File: config.mk
export PLATFORM = sky130hd
export DESIGN_NAME = csa_key_stream
export DESIGN_NICKNAME = d
export VERILOG_FILES = /design/src/rtl/csa_pkg.sv /design/src/rtl/key_perm.sv /design/src/rtl/csa_key_stream.sv
export SDC_FILE = /design/constraint.sdc
export NUM_CORES = 1
export LEC_CHECK = 0
export BUFFER_PORTS_ARGS = -buffer_cell sky130_fd_sc_hd__buf_2
export CORE_MARGIN = 3
export CORE_UTILIZATION = 50
export CTS_BUF_LIST = sky130_fd_sc_hd__clkbuf_8
export CTS_CLUSTER_SIZE = 25
export DETAILED_ROUTE_END_ITERATION = 10
export PLACE_DENSITY = 0.67
export REMOVE_ABC_BUFFERS = 1
export SLEW_MARGIN = 30
export SYNTH_ARGS = -nofsm -noshare
export SYNTH_HDL_FRONTEND = slang
export SYNTH_SLANG_ARGS = --single-unit
File: constraint.sdc
create_clock -name clk -period 3.18 [get_ports clk]
set_input_delay 0.159 -clock clk [delete_from_list [all_inputs] [get_ports clk]]
set_output_delay 0.159 -clock clk [all_outputs]
set_load 0.02 [all_outputs]
File: src/rtl/csa_pkg.sv
// Shared constants, FSM encoding and helpers for the CSA key-stream reader.
package csa_pkg;

    localparam int CSA_KEY_BYTES = 56;
    localparam int CSA_KEY_SLOTS = 7;

    typedef enum logic [1:0] {
        IDLE   = 2'd0,
        EXPAND = 2'd1,
        STREAM = 2'd2
    } csa_state_t;

    // Per-slot whitening constant: the slot number replicated into every byte.
    function automatic logic [63:0] slot_xor(input logic [2:0] s);
        return {8{{5'b00000, s}}};
    endfunction

endpackage

File: src/rtl/key_perm.sv
// CSA key-schedule bit permutation (combinational, 64 bits).
// Input bit j lands on output bit KEY_PERM_TBL[j]-1 (table is 1-based).
module key_perm (
    input  logic [63:0] din,
    output logic [63:0] dout
);

    localparam logic [6:0] KEY_PERM_TBL [64] = '{
        7'h12, 7'h24, 7'h09, 7'h07, 7'h2A, 7'h31, 7'h1D, 7'h15,
        7'h1C, 7'h36, 7'h3E, 7'h32, 7'h13, 7'h21, 7'h3B, 7'h40,
        7'h18, 7'h14, 7'h25, 7'h27, 7'h02, 7'h35, 7'h1B, 7'h01,
        7'h22, 7'h04, 7'h0D, 7'h0E, 7'h39, 7'h28, 7'h1A, 7'h29,
        7'h33, 7'h23, 7'h34, 7'h0C, 7'h16, 7'h30, 7'h1E, 7'h3A,
        7'h2D, 7'h1F, 7'h08, 7'h19, 7'h17, 7'h2F, 7'h3D, 7'h11,
        7'h3C, 7'h05, 7'h38, 7'h2B, 7'h0B, 7'h06, 7'h0A, 7'h2C,
        7'h20, 7'h3F, 7'h2E, 7'h0F, 7'h03, 7'h26, 7'h10, 7'h37
    };

    // Scatter every input bit to its permuted position.
    always_comb begin
        dout = '0;
        for (int j = 0; j < 64; j++) begin
            dout[6'(KEY_PERM_TBL[j] - 7'd1)] = din[j];
        end
    end

endmodule

File: src/rtl/csa_key_stream.sv
// Sequential CSA key-schedule reader: expands one control word into the
// 56-byte round-key store (one permutation per cycle), then streams the
// store out one byte per handshake.
// Handshakes: a transfer happens on a rising clk edge where valid & ready are
// both high; valid does not depend on ready, and the byte/index/last outputs
// hold steady while valid is high and ready is low.
module csa_key_stream
    import csa_pkg::*;
#(
    parameter bit DESCEND = 1'b1
) (
    input  logic        clk,
    input  logic        rst,
    input  logic [63:0] cw,
    input  logic        cw_valid,
    output logic        cw_ready,
    output logic [7:0]  key_byte,
    output logic [5:0]  key_index,
    output logic        key_last,
    output logic        key_valid,
    input  logic        key_ready,
    output logic        busy
);

    localparam int         STORE_W   = CSA_KEY_BYTES * 8;
    localparam logic [2:0] STEP_INIT = 3'(CSA_KEY_SLOTS - 2);
    localparam logic [5:0] PTR_FIRST = DESCEND ? 6'(CSA_KEY_BYTES - 1) : 6'd0;
    localparam logic [5:0] PTR_LAST  = DESCEND ? 6'd0 : 6'(CSA_KEY_BYTES - 1);

    csa_state_t         state_q, state_d;
    logic [STORE_W-1:0] store_q, store_d;
    logic [63:0]        perm_q, perm_d;
    logic [2:0]         step_q, step_d;
    logic [5:0]         ptr_q, ptr_d;
    logic [63:0]        perm_next;

    key_perm u_key_perm (
        .din  (perm_q),
        .dout (perm_next)
    );

    // Next-state, store/pointer updates and handshake outputs.
    always_comb begin
        state_d   = state_q;
        store_d   = store_q;
        perm_d    = perm_q;
        step_d    = step_q;
        ptr_d     = ptr_q;
        cw_ready  = 1'b0;
        key_valid = 1'b0;
        key_byte  = 8'h00;
        key_index = 6'd0;
        key_last  = 1'b0;
        busy      = 1'b1;

        case (state_q)
            IDLE: begin
                cw_ready = 1'b1;
                busy     = 1'b0;
                if (cw_valid) begin
                    store_d[6*64 +: 64] = cw ^ slot_xor(3'd6);
                    perm_d  = cw;
                    step_d  = STEP_INIT;
                    state_d = EXPAND;
                end
            end
            EXPAND: begin
                perm_d = perm_next;
                store_d[{step_q, 6'b000000} +: 64] = perm_next ^ slot_xor(step_q);
                step_d = step_q - 3'd1;
                if (step_q == 3'd0) begin
                    ptr_d   = PTR_FIRST;
                    state_d = STREAM;
                end
            end
            STREAM: begin
                key_valid = 1'b1;
                key_byte  = store_q[{ptr_q, 3'b000} +: 8];
                key_index = ptr_q;
                key_last  = (ptr_q == PTR_LAST);
                if (key_ready) begin
                    if (ptr_q == PTR_LAST) begin
                        state_d = IDLE;
                    end else if (DESCEND) begin
                        ptr_d = ptr_q - 6'd1;
                    end else begin
                        ptr_d = ptr_q + 6'd1;
                    end
                end
            end
            default: begin
                state_d = IDLE;
            end
        endcase
    end

    // State and datapath registers with synchronous clear.
    always_ff @(posedge clk) begin
        if (rst) begin
            state_q <= IDLE;
            store_q <= '0;
            perm_q  <= '0;
            step_q  <= 3'd0;
            ptr_q   <= 6'd0;
        end else begin
            state_q <= state_d;
            store_q <= store_d;
            perm_q  <= perm_d;
            step_q  <= step_d;
            ptr_q   <= ptr_d;
        end
    end

endmodule

==> impl_metrics.toml, run 1 <==
[detailed_routing]
vias_per_cell = 6.46
dr.pass1.iters = 6
via_count = 22900
wl_per_cell_um = 24.7
ant_nets = 0
drt_iter0_drc = 2931
drc_errors = 0
routed_wl_mm = 87.4

[sta]
hold_viol = 0
finalSetupViolations = 0
finalCritPeriodShare = 0.998
finalClockSkew_ns = 0.0305
clock.fmax_mhz = 315
fin_crit_ns = 3.17
tightest_slew_ns = 0.970
holdWs_ns = 0.191
maxSlewHeadroom = 0.351
rsz0062_at_grt = "no"
drv_slew = 0

[global_route]
grt_pass1_wl_mm = 131
grt_max_degree = 90
grt_overflow = 0
grt_util_all_layers = 0.339
grt_pass1_vias = 21500
antenna_found_initial = 0

[floorplanning]
core.rowCount = 79
fp.dieW_um = 223
start_util = 0.507
ios = 86
core_area_mm2 = 0.0467
dieArea_mm2 = 0.0499
die_h_um = 223

[yosys]
yosys_warnings = 0
netlist_area_mm2 = 0.0236
synthArstFlopShare = 0
ys.flop_type = "dfxtp_1"
synthDistinctLibCells = 60
ys_ff_latch = 523
avgSynthCellArea_um2 = 8.32
synth_edf_count = 0
syn-instance-count = 2843
ys_seq_area_frac = 0.443

[worst_hold_path]
hp-start = "cw_valid"
worstHoldEndpoint = "store_q[402]"
hp-class = "in -> reg"
holdPathStages = 6

[cts]
cts_made_buffers = 86
clockBufferDepth = 3
cts.reportedPaths.clkPinSlew_ns = 0.06
clock_latency_ns = 0.69
cts_tree = "yes"
htreeDepth = 3
clock-sinks = 523
cts_root_buf = "clkbuf_8"

[finish]
layout_commonest_cell = "dfxtp_1"
drive_gt1_frac = 0.165
final_core_util = 0.583
area_growth_pct = 15.1
nNetsFinal = 2944
finalNonFillerCells = 3544
final_cell_mix = "dfxtp_1, nand2_1, nor2_1"

[power_and_ir_drop]
p_leak_nw = 9.61
total_power_mw = 16.1
max-vdd-ir-drop_mv = 0.311
p_per_area_mw_per_mm2 = 590

[setup_path]
worstReg2RegStart = "step_q[0]"
crit_path_end_kind = "primary output"
cp_slowest_stage_delay_ns = 0.43
reg2regPathDepth = 10
critical_path_class = "reg -> out"
critPathArrivalTime_ns = 3.01
cp_slowest_cell = "dfxtp_4"
crit_fanout = 9
regToRegSetupSlack_ns = 0.25
start_kind = "register"
r2r-end = "store_q[336]"
path_cells = "buf_12, or2_2, buf_4, o21ai_0, a21oi_1, o21bai_1, nand4_1, buf_2"
required_ns = 3.02

[placed_design]
gp_congestion = 0.934
numPlacedInstances = 3306
numPortBuffers = 85
hpwl_mm = 54.4

[run_status]
status = "finished clean"

[run]
max_cap_viol_count = 0
==> flip-flops by register name, indices dropped and copies added (netlist names) <==
signal	cells
store_q	448
perm_q	64
step_q	3
state_q	2
ptr_q	6
==> where the power goes <==
part / internal, mW / leakage (nW) / switching (mW)
sequential: 6.81 / 4.25 / 0.594
clock: 3.35 / 1.04 / 2.77
combinational: 0.903 / 4.33 / 1.63
==> routing by layer <==
| metal | wire [um] | track usage | vias to the layer above |
|---|---|---|---|
| li1 | - | - | 10100 |
| met1 | 34500 | 0.452 | 11100 |
| met2 | 38400 | 0.517 | 1428 |
| met3 | 9610 | 0.0761 | 310 |
| met4 | 4860 | 0.177 | 0 |
| met5 | 0 | 0 | - |
==> through the flow <==
step / setup WS, ns / cell area (um^2) / setup TNS [ns]
3_5_place_dp: 0.342 / 24500 / 0
5_1_grt: 0.00205 / 27200 / 0
3_3_place_gp: 0.444 / 24500 / 0
6_report: 0.00753 / 27200 / 0
4_1_cts: 0.0216 / 27200 / 0
2_1_floorplan: -5.16 / 22200 / -850.01
==> cell usage after synthesis, drive strengths merged, types with 3 or more instances <==
cell	n	area, um^2
a2111oi	6	71.3
a211oi	35	263
a21oi	324	1620
a221oi	41	359
a222oi	8	80.1
a22oi	69	518
a2bb2oi	10	87.6
a311oi	68	596
a31oi	3	18.8
and2	11	68.8
and3	14	87.6
and3b	3	26.3
and4	3	26.3
and4b	3	30.0
buf	111	644
clkbuf	216	811
dfxtp	523	10500
ha	8	100
inv	7	26.3
mux2	46	518
mux2i	21	210
mux4	60	1350
nand2	493	1850
nand2b	10	62.6
nand3	161	806
nand4	10	62.6
nor2	337	1260
nor2b	6	37.5
nor3	79	395
nor3b	4	35.0
nor4	3	31.3
o21ai	23	115
o21bai	7	52.6
o221a	3	33.8
o221ai	23	201
o22a	4	35.0
o22ai	36	225
o311ai	3	26.3
or3	5	31.3
or4	4	30.0
xnor2	15	131
xor2	16	140
==> kinds of logic (layout without fill, tap and decap cells) <==
family                     Yosys count  in the layout  share of synthesized area
AOI/OAI and AO/OA                  667            667                      0.183
other                                0              2                          0
muxes                              127            127                     0.0879
buffers and inverters              334            426                     0.0626
adders and majority gates            8              8                    0.00423
DFF                                523            523                      0.443
and+or+nand+nor                   1153           1153                      0.208
xor gates and xnor gates            31             31                     0.0115
==> how the worst max path moves through the flow <==
stage | startpoint | to | cells past startpoint
CTS | ptr_q[1] | key_byte[7] | 8
finish | ptr_q[2] | key_byte[4] | 8
global placement | step_q[0] | store_q[89] | 7
detailed placement | step_q[0] | store_q[407] | 9
global route | ptr_q[4] | key_byte[2] | 7
floorplan | state_q[1] | store_q[384] | 4
==> area by class of cell <==
cell class	count	area, um^2
Timing Repair Buffer	263	2300
Clock buffer	117	1610
Timing Repair inverter	1	5.00
Tap cell	607	759
Antenna cell	2	5.00
Multi-Input combinational cell	1986	11800
Fill cell	4065	19400
Clock inverter	38	190
Sequential cell	523	10500
Inverter	7	30.0
==> repair_timing <==
action / in CTS / in global routing
hold buffers: 66 / 0
gates cloned: 1 / 0
buffers inserted: 14 / 0
gates resized for setup: 12 / 7
endpoints found under the hold margin: 181 / 0
endpoints found under the setup margin: 8 / 4
==> critical path: cells and delay by family (launching register included) <==
kind                   cells  cell delay (ns)
DFF                        1             0.43
and+or+nand+nor            2             0.59
AOI/OAI and AO/OA          3             0.69
buffers and inverters      3             0.62
Note: power is estimated with default switching activity, not from simulation.
==> run 2, diff against run 1 <==
--- a/config.mk
+++ b/config.mk
@@ -6,6 +6,7 @@
 export NUM_CORES = 1
 export LEC_CHECK = 0
 export BUFFER_PORTS_ARGS = -buffer_cell sky130_fd_sc_hd__buf_2
+export CORE_ASPECT_RATIO = 1.1
 export CORE_MARGIN = 3
 export CORE_UTILIZATION = 50
 export CTS_BUF_LIST = sky130_fd_sc_hd__clkbuf_8
==> run 2 against run 1 <==
Worst hold slack better by 0.040 ns. Fmax grew 0.94%. Worst setup slack improved by 0.030 ns. Power is 1.2% lower. Register-to-register slack got worse by 0.03 ns. Critical path depth is 1 lower. Combinational power increased by 5%. Largest cell class unchanged. Clock-buffer cell count decreased by 9. Critical path type unchanged. Clock skew increased by 0.017 ns.
==> impl_metrics.toml, run 2 (synthesis gave the netlist of run 1 again) <==
[sta]
maxSlewHeadroom = 0.382
tightest_slew_ns = 0.927
fin_crit_ns = 3.14
drv_slew = 0
finalSetupViolations = 0
finalClockSkew_ns = 0.0480
finalCritPeriodShare = 0.988
clock.fmax_mhz = 318
hold_viol = 0

[cts]
cts_tree = "yes"
clock_latency_ns = 0.70
cts_made_buffers = 88
clock-sinks = 523
cts.reportedPaths.clkPinSlew_ns = 0.07
cts_root_buf = "clkbuf_8"
htreeDepth = 3
clockBufferDepth = 3

[finish]
final_core_util = 0.592
drive_gt1_frac = 0.168
nNetsFinal = 2966
num-fill-cells = 4087
largest_reg_flops = 448
area_growth_pct = 15.6
finalNonFillerCells = 3540
layout_commonest_cell = "dfxtp_1"
reg_top3 = "store_q (448), perm_q (64), ptr_q (6)"
final_cell_mix = "dfxtp_1, nand2_1, nor2_1"
top_register = "store_q"

[setup_path]
crit_path_end_kind = "primary output"
path_cells = "buf_12, buf_4, mux4_2, a22oi_1, nand4_1, or4_4, buf_2"
cp_slowest_cell = "mux4_2"
cp_slowest_stage_delay_ns = 0.52
critical_path_class = "reg -> out"
critPathArrivalTime_ns = 2.98
start_kind = "register"
required_ns = 3.02
crit_fanout = 9
regToRegSetupSlack_ns = 0.22

[floorplanning]
fp.dieW_um = 213
core.rowCount = 82
ios = 86
start_util = 0.512
die_h_um = 234
dieArea_mm2 = 0.0499
core_area_mm2 = 0.0462

[detailed_routing]
vias_per_cell = 6.43
via_count = 22800
met3WireLength_mm = 9.64
top_layer = "met4"
wl_per_cell_um = 24.3
drc_errors = 0
routed_wl_mm = 86.0
wl_met2_mm = 37.9
met1_length_mm = 32.5
dr.pass1.iters = 6
ant_nets = 0
drt_iter0_drc = 2566

[global_route]
grt_util_all_layers = 0.337
grt_pass1_vias = 21800
grt_max_degree = 112
grt_overflow = 0
antenna_found_initial = 1
grt_pass1_wl_mm = 129

[run_status]
status = "finished clean"

[placed_design]
hpwl_mm = 54.0
numPlacedInstances = 3294
numPortBuffers = 85
gp_congestion = 0.926

[power_and_ir_drop]
max-vdd-ir-drop_mv = 0.283
p_per_area_mw_per_mm2 = 581
p_leak_nw = 9.69

[run]
max_cap_viol_count = 0

[worst_hold_path]
hp-class = "in -> reg"
run 2: cell types whose count changed in the layout (fill, tap and decap cells not counted), moves of 2 or more:
cell      delta
buf_4       +14
o221ai_1     -2
and4b_2      -2
buf_6        +4
buf_12       +4
and4b_1      +2
clkbuf_8     -9
inv_1        +7
run 2: critical path: cells and delay by family, from the launching register on:
family | cells | cell delay [ns]
compound gates | 1 | 0.20
mux | 1 | 0.52
flops | 1 | 0.39
buf+inv | 3 | 0.54
simple gates | 2 | 0.60
run 2: repair_timing:
item                                    4_1_cts  5_1_grt
setup buffers                                15       13
endpoints found under the setup margin        8        8
hold endpoints to repair                    143        0
resized for setup                            15       24
hold buffers                                 66        0
run 2: metrics by stage:
stage	setup TNS [ns]	worst slack [ns]	hold WS, ns	total power, mW	cell area [um^2]
3_5_place_dp	0	0.299	0.442	9.84	24600
4_1_cts	-0.0672	-0.0389	0.191	15.7	27100
6_report	0	0.0372	0.231	15.9	27300
5_1_grt	-0.0329	-0.0176	0.262	16.3	27300
3_3_place_gp	0	0.359	0.430	9.81	24600
2_1_floorplan	-850.01	-5.16	0.228	8.60	22200
run 2: power by group:
part | switching (mW) | internal (mW) | total, mW
Sequential | 0.574 | 6.81 | 7.38
Combinational | 1.69 | 0.969 | 2.66
Clock | 2.78 | 3.04 | 5.82
Total | 5.05 | 10.8 | 15.9
run 2: cell type report:
type,count,area [um^2],area share
Clock inverter,43,185,0.00678
Tap cell,588,736,0.0269
Timing Repair Buffer,284,2520,0.0923
Clock buffer,108,1490,0.0544
Inverter,7,26.3,0.000962
Multi-Input combinational cell,1986,11900,0.435
Sequential cell,523,10500,0.384
Antenna cell,1,2.50,0.0000916
run 2: worst paths after layout:
check | startpoint | end | cells after the start
worst max-delay path | ptr_q[1] | key_byte[7] | 7
worst min-delay path | cw_valid | perm_q[18] | 4
worst max register to register | step_q[0] | store_q[414] | 9
worst min register to register | store_q[61] | store_q[61] | 2
run 2: layer usage:
layer  up-vias  global-route usage
met1     10900               0.423
met5         -                   0
met3       352              0.0820
met4         0               0.227
li1      10100                   -
met2      1412               0.515
